**config.mk**
```make
export PLATFORM = sky130hd
export DESIGN_NAME = rll_decoder
export DESIGN_NICKNAME = d
export VERILOG_FILES = /design/src/rtl/rll_pkg.sv /design/src/rtl/nrzi_edge_det.sv /design/src/rtl/rll_decoder.sv
export SDC_FILE = /design/constraint.sdc
export NUM_CORES = 1
export LEC_CHECK = 0
export CAP_MARGIN = 25
export CORE_MARGIN = 2
export CORE_UTILIZATION = 44
export CTS_CLUSTER_SIZE = 16
export DETAILED_ROUTE_END_ITERATION = 12
export DONT_BUFFER_PORTS = 1
export GPL_TIMING_DRIVEN = 0
export PLACE_DENSITY = 0.59
export RECOVER_POWER = 100
export SYNTH_ARGS = -nofsm -noshare
export SYNTH_HDL_FRONTEND = slang
export SYNTH_SLANG_ARGS = --single-unit
export TNS_END_PERCENT = 20
```
**constraint.sdc**
```tcl
create_clock -name clk_i -period 3 [get_ports clk_i]
set_input_delay 0.3 -clock clk_i [delete_from_list [all_inputs] [get_ports clk_i]]
set_output_delay 0.3 -clock clk_i [all_outputs]
set_load 0.02 [all_outputs]
```
**src/rtl/rll_pkg.sv**
```systemverilog
// Shared types, widths and the RLL(2,7) code table for rll_decoder.
// Also holds the decode and legal-prefix helpers used by the decoder FSM.
package rll_pkg;

    localparam int CODE_W  = 8;
    localparam int DATA_W  = 4;
    localparam int LEN_W   = 3;
    localparam int CNT_W   = 4;
    localparam int N_CODES = 7;

    typedef enum logic [1:0] {
        S_P4 = 2'd0,
        S_P6 = 2'd1,
        S_P8 = 2'd2
    } state_e;

    typedef struct packed {
        logic [CODE_W-1:0] code;
        logic [CNT_W-1:0]  code_len;
        logic [DATA_W-1:0] data;
        logic [LEN_W-1:0]  len;
    } rll_entry_t;

    typedef struct packed {
        logic              hit;
        logic [DATA_W-1:0] data;
        logic [LEN_W-1:0]  len;
    } rll_dec_t;

    // Codes and data are right-aligned; the first channel bit is the MSB of the code.
    localparam rll_entry_t RLL_TABLE [N_CODES] = '{
        '{8'h08, 4'd4, 4'h3, 3'd2},
        '{8'h04, 4'd4, 4'h2, 3'd2},
        '{8'h08, 4'd6, 4'h3, 3'd3},
        '{8'h24, 4'd6, 4'h2, 3'd3},
        '{8'h04, 4'd6, 4'h0, 3'd3},
        '{8'h24, 4'd8, 4'h2, 3'd4},
        '{8'h08, 4'd8, 4'h3, 3'd4}
    };

    function automatic logic [CODE_W-1:0] rll_mask(input logic [CNT_W-1:0] cnt);
        logic [CODE_W-1:0] m;
        for (int i = 0; i < CODE_W; i++) begin
            m[i] = (i < int'(cnt));
        end
        return m;
    endfunction

    function automatic rll_dec_t rll_lookup(input logic [CODE_W-1:0] code,
                                            input logic [CNT_W-1:0]  cnt);
        rll_dec_t res;
        res = '0;
        for (int i = 0; i < N_CODES; i++) begin
            if ((RLL_TABLE[i].code_len == cnt) &&
                ((code & rll_mask(cnt)) == RLL_TABLE[i].code)) begin
                res.hit  = 1'b1;
                res.data = RLL_TABLE[i].data;
                res.len  = RLL_TABLE[i].len;
            end
        end
        return res;
    endfunction

    // Prefixes that can still grow into a longer legal codeword.
    function automatic logic rll_prefix_legal(input logic [CODE_W-1:0] code,
                                              input logic [CNT_W-1:0]  cnt);
        logic legal;
        case (cnt)
            4'd4:    legal = code[3:0] inside {4'b0010, 4'b1001, 4'b0001, 4'b0000};
            4'd6:    legal = code[5:0] inside {6'b001001, 6'b000010};
            default: legal = 1'b0;
        endcase
        return legal;
    endfunction

endpackage

```
**src/rtl/nrzi_edge_det.sv**
```systemverilog
// NRZI front end: owns the reference level and registers one code bit per strobe.
// A sync pulse is forwarded in order with the code bits and drops a coincident bit.
module nrzi_edge_det (
    input  logic clk_i,
    input  logic rst_ni,
    input  logic line_i,
    input  logic line_valid_i,
    input  logic sync_i,
    output logic code_bit_o,
    output logic code_valid_o,
    output logic sync_o
);

    logic ref_q;
    logic bit_q;
    logic valid_q;
    logic sync_q;

    // Reference level tracking and code-bit / sync staging.
    always_ff @(posedge clk_i or negedge rst_ni) begin
        if (!rst_ni) begin
            ref_q   <= 1'b0;
            bit_q   <= 1'b0;
            valid_q <= 1'b0;
            sync_q  <= 1'b0;
        end else begin
            sync_q <= sync_i;
            if (sync_i) begin
                valid_q <= 1'b0;
            end else if (line_valid_i) begin
                bit_q   <= line_i ^ ref_q;
                ref_q   <= line_i;
                valid_q <= 1'b1;
            end else begin
                valid_q <= 1'b0;
            end
        end
    end

    assign code_bit_o   = bit_q;
    assign code_valid_o = valid_q;
    assign sync_o       = sync_q;

endmodule

```
**src/rtl/rll_decoder.sv**
```systemverilog
// RLL(2,7) decoder: NRZI front end plus a 4/6/8-bit codeword collection FSM.
// Define RLL_DEC_ERR_CHECK_EN to enable early illegal-prefix detection on err_o.
module rll_decoder
    import rll_pkg::*;
(
    input  logic              clk_i,
    input  logic              rst_ni,
    input  logic              line_i,
    input  logic              line_valid_i,
    input  logic              sync_i,
    output logic [DATA_W-1:0] data_o,
    output logic [LEN_W-1:0]  len_o,
    output logic              data_valid_o,
    output logic              err_o
);

`ifdef RLL_DEC_ERR_CHECK_EN
    localparam bit ErrCheckEn = 1'b1;
`else
    localparam bit ErrCheckEn = 1'b0;
`endif

    logic              code_bit_s;
    logic              code_valid_s;
    logic              sync_s;
    logic [CODE_W-1:0] buf_q, buf_d;
    logic [CNT_W-1:0]  cnt_q, cnt_d;
    state_e            state_q;
    logic [DATA_W-1:0] data_q;
    logic [LEN_W-1:0]  len_q;
    logic              dv_q;
    logic              err_q;
    rll_dec_t          dec_s;
    logic              legal_s;

    nrzi_edge_det u_nrzi (
        .clk_i        (clk_i),
        .rst_ni       (rst_ni),
        .line_i       (line_i),
        .line_valid_i (line_valid_i),
        .sync_i       (sync_i),
        .code_bit_o   (code_bit_s),
        .code_valid_o (code_valid_s),
        .sync_o       (sync_s)
    );

    // Buffer and count as they would be after absorbing the staged code bit.
    always_comb begin
        buf_d   = (buf_q << 1) | CODE_W'(code_bit_s);
        cnt_d   = cnt_q + 4'd1;
        dec_s   = rll_lookup(buf_d, cnt_d);
        legal_s = rll_prefix_legal(buf_d, cnt_d);
    end

    // Codeword FSM with registered data/length and one-cycle pulses.
    always_ff @(posedge clk_i or negedge rst_ni) begin
        if (!rst_ni) begin
            state_q <= S_P4;
            buf_q   <= '0;
            cnt_q   <= '0;
            data_q  <= '0;
            len_q   <= '0;
            dv_q    <= 1'b0;
            err_q   <= 1'b0;
        end else begin
            dv_q  <= 1'b0;
            err_q <= 1'b0;
            if (sync_s) begin
                buf_q   <= '0;
                cnt_q   <= '0;
                state_q <= S_P4;
            end else if (code_valid_s) begin
                buf_q <= buf_d;
                cnt_q <= cnt_d;
                case (state_q)
                    S_P4: begin
                        if (cnt_d == 4'd4) begin
                            if (dec_s.hit) begin
                                data_q  <= dec_s.data;
                                len_q   <= dec_s.len;
                                dv_q    <= 1'b1;
                                buf_q   <= '0;
                                cnt_q   <= '0;
                                state_q <= S_P4;
                            end else if (ErrCheckEn && !legal_s) begin
                                err_q   <= 1'b1;
                                buf_q   <= '0;
                                cnt_q   <= '0;
                                state_q <= S_P4;
                            end else begin
                                state_q <= S_P6;
                            end
                        end
                    end
                    S_P6: begin
                        if (cnt_d == 4'd6) begin
                            if (dec_s.hit) begin
                                data_q  <= dec_s.data;
                                len_q   <= dec_s.len;
                                dv_q    <= 1'b1;
                                buf_q   <= '0;
                                cnt_q   <= '0;
                                state_q <= S_P4;
                            end else if (ErrCheckEn && !legal_s) begin
                                err_q   <= 1'b1;
                                buf_q   <= '0;
                                cnt_q   <= '0;
                                state_q <= S_P4;
                            end else begin
                                state_q <= S_P8;
                            end
                        end
                    end
                    S_P8: begin
                        if (cnt_d == 4'd8) begin
                            if (dec_s.hit) begin
                                data_q <= dec_s.data;
                                len_q  <= dec_s.len;
                                dv_q   <= 1'b1;
                            end else begin
                                err_q  <= ErrCheckEn;
                            end
                            buf_q   <= '0;
                            cnt_q   <= '0;
                            state_q <= S_P4;
                        end
                    end
                    default: begin
                        buf_q   <= '0;
                        cnt_q   <= '0;
                        state_q <= S_P4;
                    end
                endcase
            end
        end
    end

    assign data_o       = data_q;
    assign len_o        = len_q;
    assign data_valid_o = dv_q;
    assign err_o        = err_q;

endmodule

```
# Word level (Yosys, flattened, before mapping)
# Cells that the tools add are included.
# op_classes
bitwise	5
n_reduce_logical	13
muxes	48
n_lt_le_gt_ge	8
eq_ne	17
addsub	1
# op_table
cell	n
two-way mux 8 bit	7
two-way mux 7 bit	6
two-way mux 4 bit	10
case mux 4 bit (3 select lines)	2
case mux 7 bit (3 select lines)	1
less-than comparator 3 x 4 -> 1 bit, first input constant	4
two-way mux 2 bit	6
two-way mux 3 bit	4
two-way mux 1 bit	9
!= test 3 x 2 -> 1 bit, second input constant	3
case mux 3 bit (3 select lines)	1
AND 8 bit	1
== test 3 x 4 -> 1 bit, first input constant	2
== test 4 x 3 -> 1 bit, second input constant	2
== test 8 x 3 -> 1 bit, second input constant	1
== test 8 x 4 -> 1 bit, second input constant	1
== test 8 x 6 -> 1 bit, second input constant	1
less-than comparator 1 x 4 -> 1 bit, first input constant	2
less-than comparator 2 x 4 -> 1 bit, first input constant	2
bitwise OR 8 x 1 -> 8 bit	1
logical AND 1 bit	7
!= test 2 bit, second input constant	3
case mux 2 bit (3 select lines)	1
AND reduction 6 bit	1
13 further kinds	14
# word_totals
reg_bits	25
wordCells	102
input_bits	5
output_inout_bits	9

# Depth between registers and ports, before layout
# Gate-level depths: netlist of run 1.
# logic_depth
depth_word	17
depth_mapped	10
mapped_depth_nobuf	10

# By module
# A second synthesis of run 1 with hierarchy kept.
# unflattened
hier_cells	157
hier_area_um2	1560.2
# by_module_without_submodules
mod	cells_per_inst	seq_area_each_um2	instances	area_per_inst_um2
rll_decoder	149	475.5	1	1407.6
nrzi_edge_det	8	100.1	1	152.6

# Worst setup path after synthesis of run 1
# No wires, ideal clock.
# synth_timing
path_kind	reg-to-reg
startpoint	register cnt_q[0]
endpoint	register len_q[0] (netlist: len_o[0])
required_ns	2.872
stages_incl_launch_ff	11
setup_time_ns	0.128
t_arrival_ns	2.502
setup_slack_ns	0.370
synth_period_minus_slack_ns	2.630
n_path_buf	0
path_cell_list	dfrtp_1 -> inv_1 -> ha_1 -> nor2b_1 -> o31a_1 -> and2_4 -> nor2_2 -> o2111a_1 -> nor2_1 -> nor3b_4 -> mux2_1
# synth_between
elab_chain_len	15
elab_cells_between_ends	42
cone_classes	add/sub: 1; order compare: 8; eq/ne: 12; mux: 12; bitwise: 1; reduce/logical: 8
# synth_lines
element	line_no	text
start: declaration	rll_decoder.sv:27	logic [CNT_W-1:0] cnt_q, cnt_d;
start signal: assignment	rll_decoder.sv:74	cnt_q <= cnt_d;
adder 4 x 1 -> 4 bit (*)	rll_decoder.sv:50	cnt_d = cnt_q + 4'd1;
less-than comparator 1 x 4 -> 1 bit, or another cell as far along	rll_pkg.sv:44	m[i] = (i < int'(cnt));
AND 8 bit	rll_pkg.sv:55	((code & rll_mask(cnt)) == RLL_TABLE[i].code)) begin
== test 8 x 4 -> 1 bit	rll_pkg.sv:55	
logical AND 1 bit	rll_pkg.sv:54	if ((RLL_TABLE[i].code_len == cnt) &&
two-way mux 8 bit (7 in a row)	rll_pkg.sv:54	
two-way mux 3 bit	rll_decoder.sv:78, rll_decoder.sv:97, rll_decoder.sv:116	
two-way mux 3 bit, on equally long branches	rll_decoder.sv:115, rll_decoder.sv:77, rll_decoder.sv:96	
case mux 3 bit (3 select lines)	rll_decoder.sv:75	case (state_q)
end signal: assignment	rll_decoder.sv:80	len_q <= dec_s.len;
end signal: assignment	rll_decoder.sv:99	len_q <= dec_s.len;
end signal: assignment	rll_decoder.sv:118	len_q <= dec_s.len;
end: declaration	rll_decoder.sv:30	logic [LEN_W-1:0] len_q;
# Mark *: on every way between the ends. The rest lies on a longest branch, timed or not. The select of a mux whose other input is x is not followed.
# A chain may end at the register's enable or synchronous reset.

# Worst setup path in the final report of run 1
# Same ends and word-level chain as after synthesis.

==> results.cfg, run 1 <==
[timing]
tightest_slew_ns = 1.05
finalSetupTns_ns = 0
slew_viol_final = 0
hold_violations = 0
rsz0062_at_grt = no
max_freq_mhz = 356
setup_viol = 0
finalCriticalPeriod_ns = 2.81
clock_skew_ns = 0.00458
setup_ws_ns = 0.189
fin_crit_sh = 0.937
worst_slew_margin_rel = 0.301

[worst_setup_path]
r2r-end = len_o[0]$_DFFE_PN0P_
worstRegToRegCells = 10
cpPeakStageDelay_ns = 0.49
crit_arrival_ns = 3.02
worstSetupEndpointType = register
slowest_stage = dfrtp_2
setup.worst_path.class = reg2reg
timing.rr.start = cnt_q[0]$_DFFE_PN0N_
r2r_setup_slack_ns = 0.19
worstPathRequired_ns = 3.21
worstPathMaxFanout = 10
crit_chain = inv_1 > ha_1 > nor2b_1 > o31a_1 > and2_4 > nor2_2 > o2111a_1 > nor2_1 > nor3b_4 > mux2_1
worst_setup_path_start_kind = register

[final_layout]
nNetsFinal = 199
antenna_cells = 0
drive_above_1_share = 0.157
area_delta_synth_final_pct = 8.35
final-seq-area_sq_um = 578
final_cell_mix = 21 x dfrtp_1, 13 x nand2_1, 12 x nor2_1, 11 x inv_1, 11 x a21oi_1
fillers = 332
final_common_cell = dfrtp_1
multiInputGateArea_sq_um = 941
final_util = 0.509

[logic_synthesis]
ys_ff_latch = 23
seq_area_frac_synth = 0.359
ys_types = 53
syn_area_sq_mm = 0.00160
yosysWarnings = 0
avgSynthCellArea_sq_um = 9.22
synth_edf_count = 0
postSynthCellCount = 174
synthFlopType = dfrtp_1
ys_async_sr_fraction = 1.00

[clock_tree]
numClockSinks = 23
cts_made_buffers = 3
cts_max_path_buffers = 2
clock_latency_ns = 0.31
clk_pin_slew_ns = 0.13
cts_tree = yes
htreeDepth = 1
root_buffer = clkbuf_4

[run]
drv_cap = 0

[floorplan]
io_pins = 14
die_y_um = 64.4
std_cell_rows = 21
initial_utilization = 0.470
die_area_sq_mm = 0.00414
core_area_sq_mm = 0.00342
die_x_um = 64.4

[power]
pwr-share-clk = 0.269
powerDensity_mw_per_mm2 = 311
switching_share = 0.267
irDropWorstVdd_v = 0.000236
internal_power_uw = 396
power_uw = 541
p_leak_nw = 0.776
pwr-share-seq = 0.616
switching_power_uw = 144
share_comb_of_total_power = 0.115

[min_path]
hold_class = in2reg
holdPathEnd = u_nrzi.code_valid_o$_DFF_PN0_
hold_path_depth = 1
min-delay-start = sync_i

[routing]
first_pass_iters = 4
wl_per_cell_um = 14.8
routed-via-count = 1340
drc = 0
routed_wirelength_um = 3420
first_iter_violations = 213
final_antenna_net_count = 0
vias_per_cell = 5.80

[placed_design]
io_buffers = 0
place_hpwl_um = 2570
place_congestion = 0.861
place_ws_ns = 0.0525

[global_route]
track_usage = 0.173
grt_pass1_vias = 1221
grt_pass1_wl_um = 5690
grt_max_degree = 24
antenna_found_initial = 0
overflow = 0

[outcome]
outcome = completed
## worst max-delay path by stage
stage,start,endpoint,slack [ns],depth (start not counted)
finish,cnt_q[0]$_DFFE_PN0N_,len_o[0]$_DFFE_PN0P_,0.19,10
global route,cnt_q[0]$_DFFE_PN0N_,len_o[0]$_DFFE_PN0P_,0.03,10
CTS,cnt_q[0]$_DFFE_PN0N_,len_o[0]$_DFFE_PN0P_,0.03,10
detailed placement,cnt_q[0]$_DFFE_PN0N_,len_o[0]$_DFFE_PN0P_,0.05,10
global placement,cnt_q[0]$_DFFE_PN0N_,len_o[0]$_DFFE_PN0P_,0.07,10
floorplan,cnt_q[0]$_DFFE_PN0N_,len_o[0]$_DFFE_PN0P_,0.37,10
## worst max-delay path: cells and delay by family, from the launching register on
| family | cells | cell delay (ns) |
|---|---|---|
| AND/OR/NAND/NOR | 5 | 0.85 |
| AO/OA/AOI/OAI | 2 | 0.54 |
| flip-flops | 1 | 0.49 |
| adder cells (fa/ha/maj) | 1 | 0.39 |
| multiplexers | 1 | 0.35 |
| buffers and inverters | 1 | 0.09 |
## cell families (layout without fill, tap and decap cells)
kind of cell / after synthesis / in the layout / synth area share
AO/OA/AOI/OAI: 53 / 53 / 0.254
XOR/XNOR: 1 / 1 / 0.00546
adder cells (fa/ha/maj): 8 / 8 / 0.0624
buffers and inverters: 19 / 28 / 0.0601
flip-flops: 23 / 23 / 0.359
multiplexers: 6 / 6 / 0.0398
other: 1 / 3 / 0.00234
AND/OR/NAND/NOR: 63 / 63 / 0.217
## flip-flops by register name, summed over array words and instances, names as in the netlist
| name | cells |
|---|---|
| buf_q | 7 |
| cnt_q | 4 |
| len_o | 3 |
| data_o | 2 |
| state_q | 2 |
| data_valid_o | 1 |
| u_nrzi.code_bit_o | 1 |
| u_nrzi.code_valid_o | 1 |
| u_nrzi.ref_q | 1 |
| u_nrzi.sync_o | 1 |
## power by group through the flow
stage          registers (mW)  clock network [mW]  logic [mW]
2_1_floorplan           0.334                   0      0.0438
3_3_place_gp            0.338                   0      0.0509
3_5_place_dp            0.338                   0      0.0518
4_1_cts                 0.332               0.146      0.0601
5_1_grt                 0.335               0.162      0.0702
6_report                0.333               0.145      0.0622
## final cells by class
class / count / area share
multi-input combinational: 134 / 0.541
inverter: 11 / 0.0238
buffer: 8 / 0.0317
timing repair buffer: 5 / 0.0223
tap: 46 / 0.0331
sequential: 23 / 0.333
clock buffer: 4 / 0.0151
## Yosys cell counts, drive strengths merged, types with 2 or more instances
| master | count | area share |
|---|---|---|
| a21boi | 2 | 0.0094 |
| a21o | 2 | 0.0094 |
| a21oi | 14 | 0.055 |
| a22o | 8 | 0.044 |
| a22oi | 2 | 0.0094 |
| a31oi | 3 | 0.012 |
| and2 | 4 | 0.017 |
| buf | 7 | 0.032 |
| dfrtp | 23 | 0.36 |
| ha | 8 | 0.062 |
| inv | 11 | 0.026 |
| mux2 | 3 | 0.021 |
| mux2i | 3 | 0.019 |
| nand2 | 15 | 0.038 |
| nand2b | 2 | 0.0078 |
| nand3 | 10 | 0.034 |
| nand4 | 4 | 0.016 |
| nor2 | 13 | 0.032 |
| nor2b | 5 | 0.020 |
| nor3 | 3 | 0.0094 |
| nor3b | 2 | 0.016 |
| o2111ai | 2 | 0.019 |
| o211ai | 2 | 0.0094 |
| o21ai | 8 | 0.025 |
| or3 | 2 | 0.011 |
## metal layers
metal | vias up | share of wire | wire length (um) | GRT usage
met1 | 641 | 0.47 | 1620 | 0.249
li1 | 652 | - | - | -
met3 | 4 | 0.057 | 195 | 0.0229
met2 | 43 | 0.46 | 1570 | 0.272
met4 | 0 | 0.011 | 38 | 0.0505
met5 | - | 0 | 0 | 0
## per-stage QoR
stage	instance area, sq um	instances	hold slack [ns]
global route	1740	231	0.0637
CTS	1720	228	0.0711
floorplan	1610	176	0.00441
detailed placement	1670	222	0.00538
global placement	1670	222	0.00511
finish	1740	231	0.0749
## timing repair
item,in CTS,in global routing
hold endpoints to repair,24,0
hold buffers,2,0
setup endpoints to repair,0,12
buffers inserted,0,2
resized for setup,0,3
Note: power is estimated with default switching activity, not from simulation.
==> inputs of run 2 (changes only) <==
==> constraint.sdc (replaced) <==
create_clock -name clk_i -period 3.5 [get_ports clk_i]
set_input_delay 0.35 -clock clk_i [delete_from_list [all_inputs] [get_ports clk_i]]
set_output_delay 0.35 -clock clk_i [all_outputs]
set_load 0.02 [all_outputs]
==> results.cfg, run 2 (same netlist as run 1, synthesis figures left out) <==
[timing]
holdWs_ns = 0.0522
clock_skew_ns = 0.00262
worst_slew_margin_rel = 0.297
slew_viol_final = 0
finalSetupTns_ns = 0
finalCriticalPeriod_ns = 3.05
tightest_slew_ns = 1.05
hold_violations = 0
max_freq_mhz = 328
fin_crit_sh = 0.872
setup_ws_ns = 0.449
setup_viol = 0
rsz0062_at_grt = no

[clock_tree]
cts_max_path_buffers = 2
cts_tree = yes
htreeDepth = 1
clk_pin_slew_ns = 0.13
clock_latency_ns = 0.31
post_cts_resized = 0
cts_made_buffers = 3
numClockSinks = 23
root_buffer = clkbuf_4

[routing]
first_pass_iters = 4
wl_met3_um = 209
top_layer_used = met4
route.met2.wl_um = 1540
vias_per_cell = 5.75
wl_per_cell_um = 14.8
drc = 0
routed-via-count = 1312
drt-met1-wl_um = 1580
first_iter_violations = 118
final_antenna_net_count = 0
routed_wirelength_um = 3360

[final_layout]
final_util = 0.495
final_common_cell = dfrtp_1
top_register = buf_q
nNetsFinal = 196
final_cell_mix = 23 x dfrtp_1, 13 x nand2_1, 12 x nor2_1, 11 x inv_1, 11 x a21oi_1
fillers = 335
drive_above_1_share = 0.132
area_delta_synth_final_pct = 5.30
antenna_cells = 0
largest_reg_flops = 7
instances_no_fill = 228

[worst_setup_path]
worstPathMaxFanout = 10
timing.rr.start = cnt_q[0]$_DFFE_PN0N_
r2r-end = cnt_q[0]$_DFFE_PN0N_
critPathCapture = cnt_q[0]$_DFFE_PN0N_
slowest_stage = dfrtp_1
worstRegToRegCells = 9
crit_arrival_ns = 3.31
crit_chain = ha_1 > and2_0 > a21boi_1 > o21ai_0 > nor2_1 > o221a_1 > or3_2 > a21oi_2 > mux2_1
crit_start = cnt_q[0]$_DFFE_PN0N_
cpPeakStageDelay_ns = 0.51
worstSetupEndpointType = register
worst_setup_path_start_kind = register
setup.worst_path.class = reg2reg
r2r_setup_slack_ns = 0.45
worstPathRequired_ns = 3.75

[placed_design]
dp_cells = 222
place_congestion = 0.861
place_hpwl_um = 2570
io_buffers = 0
place_ws_ns = 0.552

[power]
irDropWorstVdd_v = 0.000203
p_leak_nw = 0.743
powerDensity_mw_per_mm2 = 271

[global_route]
grt_max_degree = 24
track_usage = 0.174
antenna_found_initial = 0
grt_pass1_vias = 1228
grt_pass1_wl_um = 5700
overflow = 0

[floorplan]
std_cell_rows = 21
die_area_sq_mm = 0.00414
die_y_um = 64.4
die_x_um = 64.4
initial_utilization = 0.470
io_pins = 14
core_area_sq_mm = 0.00342

[outcome]
outcome = completed

[run]
drv_cap = 0

[min_path]
hold_class = in2reg
## run 2: worst min-delay path by stage
| stage | end | from | slack (ns) | cells past startpoint |
|---|---|---|---|---|
| 4_1_cts | u_nrzi.sync_o$_DFF_PN0_ | sync_i | 0.05 | 0 |
| 3_3_place_gp | buf_q[3]$_DFFE_PN0N_ | rst_ni | 0.06 | 0 |
| 3_5_place_dp | buf_q[5]$_DFFE_PN0N_ | rst_ni | 0.06 | 0 |
| 5_1_grt | u_nrzi.sync_o$_DFF_PN0_ | sync_i | 0.02 | 0 |
| 6_report | u_nrzi.sync_o$_DFF_PN0_ | sync_i | 0.05 | 0 |
| 2_1_floorplan | buf_q[0]$_DFFE_PN0N_ | rst_ni | 0.05 | 0 |
## run 2: metal layers
layer	global-route usage	up-vias
met5	0	-
met4	0.0505	0
met3	0.0229	4
met2	0.272	38
met1	0.250	624
li1	-	646
## run 2: timing repair
action	4_1_cts	5_1_grt
hold buffers	1	0
endpoints found under the setup margin	0	0
setup buffers	0	0
endpoints found under the hold margin	23	0
## run 2: power by group
part	switching [mW]	leakage, nW	internal, mW	total, mW
logic	0.0305	0.417	0.0195	0.0500
registers	0.0112	0.311	0.273	0.285
clock network	0.0791	0.0150	0.0445	0.124
total	0.121	0.743	0.337	0.458
## run 2: critical path: cells and delay by family (launching register included)
family / cells / cell delay [ns]
AO/OA/AOI/OAI: 4 / 1.13
AND/OR/NAND/NOR: 3 / 0.84
multiplexers: 1 / 0.20
flip-flops: 1 / 0.51
adder cells (fa/ha/maj): 1 / 0.32
## run 2: area by class of cell
type,count,area [sq um],share of cell area
multi-input combinational,134,920,0.544
clock buffer,4,26.3,0.0156
buffer,8,55.1,0.0326
sequential,23,576,0.341
inverter,11,41.3,0.0244
tap,46,57.6,0.0341
timing repair buffer,2,13.8,0.00815
## run 2: metrics by stage
step,total power [mW],cell area [sq um]
6_report,0.458,1690
5_1_grt,0.483,1690
4_1_cts,0.461,1710
3_5_place_dp,0.334,1670
3_3_place_gp,0.333,1670
2_1_floorplan,0.324,1610
==> inputs of run 3 (changes only) <==
--- a/config.mk
+++ b/config.mk
@@ -14,6 +14,7 @@
 export GPL_TIMING_DRIVEN = 0
 export PLACE_DENSITY = 0.59
 export RECOVER_POWER = 100
+export SLEW_MARGIN = 20
 export SYNTH_ARGS = -nofsm -noshare
 export SYNTH_HDL_FRONTEND = slang
 export SYNTH_SLANG_ARGS = --single-unit
==> constraint.sdc (replaced) <==
create_clock -name clk_i -period 3.7 [get_ports clk_i]
set_input_delay 0.37 -clock clk_i [delete_from_list [all_inputs] [get_ports clk_i]]
set_output_delay 0.37 -clock clk_i [all_outputs]
set_load 0.02 [all_outputs]
==> results.cfg, run 3 (same netlist as run 1, synthesis figures left out) <==
[outcome]
outcome = completed

[timing]
tightest_slew_ns = 1.19
finalSetupTns_ns = 0
hold_violations = 0
fin_crit_sh = 0.863
worst_slew_margin_rel = 0.206
rsz0062_at_grt = no
setup_viol = 0
max_freq_mhz = 313
finalCriticalPeriod_ns = 3.19
clock_skew_ns = 0.00192
slew_viol_final = 0

[worst_setup_path]
crit_chain = inv_1 > ha_1 > nor2b_1 > o31a_1 > and2_0 > nor2_1 > o221a_1 > nor2_1 > nor3b_4 > mux2_1
crit_start = cnt_q[0]$_DFFE_PN0N_
cpPeakStageDelay_ns = 0.55
cp_top_family = simple AND/OR/NAND/NOR gates
critPathCapture = len_o[0]$_DFFE_PN0P_
worstRegToRegCells = 10
timing.rr.start = cnt_q[0]$_DFFE_PN0N_
worstPathMaxFanout = 10
path_buf_inv = 1
r2r-end = len_o[0]$_DFFE_PN0P_
setup.worst_path.class = reg2reg
slowest_stage = dfrtp_1
worstSetupEndpointType = register
crit_arrival_ns = 3.40
worstPathRequired_ns = 3.91
r2r_setup_slack_ns = 0.51
cp.depth = 10
crit_top_cell = nor2_1
worst_setup_path_start_kind = register

[power]
switching_share = 0.264
irDropWorstVdd_v = 0.000193
share_comb_of_total_power = 0.107
pwr-share-seq = 0.623
powerDensity_mw_per_mm2 = 258
internal_power_uw = 319
switching_power_uw = 114
pwr-share-clk = 0.270
p_leak_nw = 0.736

[clock_tree]
clock_latency_ns = 0.31
cts_hold_buf = 1
cts_max_path_buffers = 2
root_buffer = clkbuf_4
clk_pin_slew_ns = 0.12
htreeDepth = 1
cts_made_buffers = 3
cts_tree = yes
post_cts_buffers = 0
post_cts_resized = 0
numClockSinks = 23

[min_path]
hold_class = in2reg

[placed_design]
place_congestion = 0.861
place_hpwl_um = 2570
dp_cells = 222
post_dp_cell_area_sq_mm = 0.00167
io_buffers = 0

[global_route]
antenna_found_initial = 0
overflow = 0
grt_max_degree = 24
grt_pass1_wl_um = 5700
track_usage = 0.174
grt_pass1_vias = 1228

[floorplan]
std_cell_rows = 21
die_y_um = 64.4
die_area_sq_mm = 0.00414
initial_utilization = 0.470
core_area_sq_mm = 0.00342
die_x_um = 64.4
io_pins = 14

[final_layout]
top_register = buf_q
area_delta_synth_final_pct = 4.60
instances_no_fill = 227
antenna_cells = 0
drive_above_1_share = 0.122
largest_reg_flops = 7
finish.instance_area_sq_mm = 0.00168
nNetsFinal = 195
final_cell_mix = 23 x dfrtp_1, 13 x nor2_1, 13 x nand2_1, 11 x inv_1, 11 x a21oi_1
final_common_cell = dfrtp_1

[routing]
vias_per_cell = 5.71
first_pass_iters = 4
routed_wirelength_um = 3360
wl_per_cell_um = 14.8
drc = 0
final_antenna_net_count = 0
first_iter_violations = 173
routed-via-count = 1297

[run]
drv_cap = 0
==> run 3: layout make-up <==
class / count / area (sq um)
tap: 46 / 57.6
clock buffer: 4 / 26.3
multi-input combinational: 134 / 918
inverter: 11 / 41.3
timing repair buffer: 1 / 3.75
buffer: 8 / 55.1
sequential: 23 / 576
fill: 335 / 1740
==> run 3: metrics by stage <==
step | power [mW] | worst slack (ns) | utilization | hold slack [ns]
5_1_grt | 0.456 | 0.274 | 0.491 | 0.0414
4_1_cts | 0.436 | 0.733 | 0.499 | 0.0667
3_5_place_dp | 0.316 | 0.752 | 0.489 | 0.0754
6_report | 0.433 | 0.508 | 0.491 | 0.0718
3_3_place_gp | 0.315 | 0.770 | 0.489 | 0.0751
2_1_floorplan | 0.306 | 1.07 | - | 0.0744
==> run 3: worst reg2reg max path, cell delays in order, from the launching register on <==
cell	delay, ns
dfrtp_1	0.55
inv_1	0.12
ha_1	0.40
nor2b_1	0.07
o31a_1	0.25
and2_0	0.23
nor2_1	0.27
o221a_1	0.36
nor2_1	0.15
nor3b_4	0.33
mux2_1	0.36
==> run 3: routing by layer <==
metal  track usage  vias up  wire, um
met5             0        -         0
met4        0.0505        0        48
met3        0.0229        7       172
met2         0.272       30      1520
met1         0.250      619      1610
li1              -      641         -
==> run 3: power by group through the flow <==
stage	logic (mW)	registers, mW	clock network (mW)
2_1_floorplan	0.0355	0.271	0
3_3_place_gp	0.0413	0.274	0
3_5_place_dp	0.0420	0.274	0
4_1_cts	0.0479	0.269	0.118
5_1_grt	0.0533	0.271	0.132
6_report	0.0463	0.269	0.117
==> run 3: worst min-delay path by stage <==
stage | slack (ns) | to | depth (start not counted) | startpoint
floorplan | 0.07 | buf_q[0]$_DFFE_PN0N_ | 0 | rst_ni
global placement | 0.08 | buf_q[3]$_DFFE_PN0N_ | 0 | rst_ni
detailed placement | 0.08 | buf_q[5]$_DFFE_PN0N_ | 0 | rst_ni
CTS | 0.07 | u_nrzi.sync_o$_DFF_PN0_ | 0 | sync_i
global route | 0.04 | u_nrzi.sync_o$_DFF_PN0_ | 0 | sync_i
finish | 0.07 | u_nrzi.sync_o$_DFF_PN0_ | 0 | sync_i
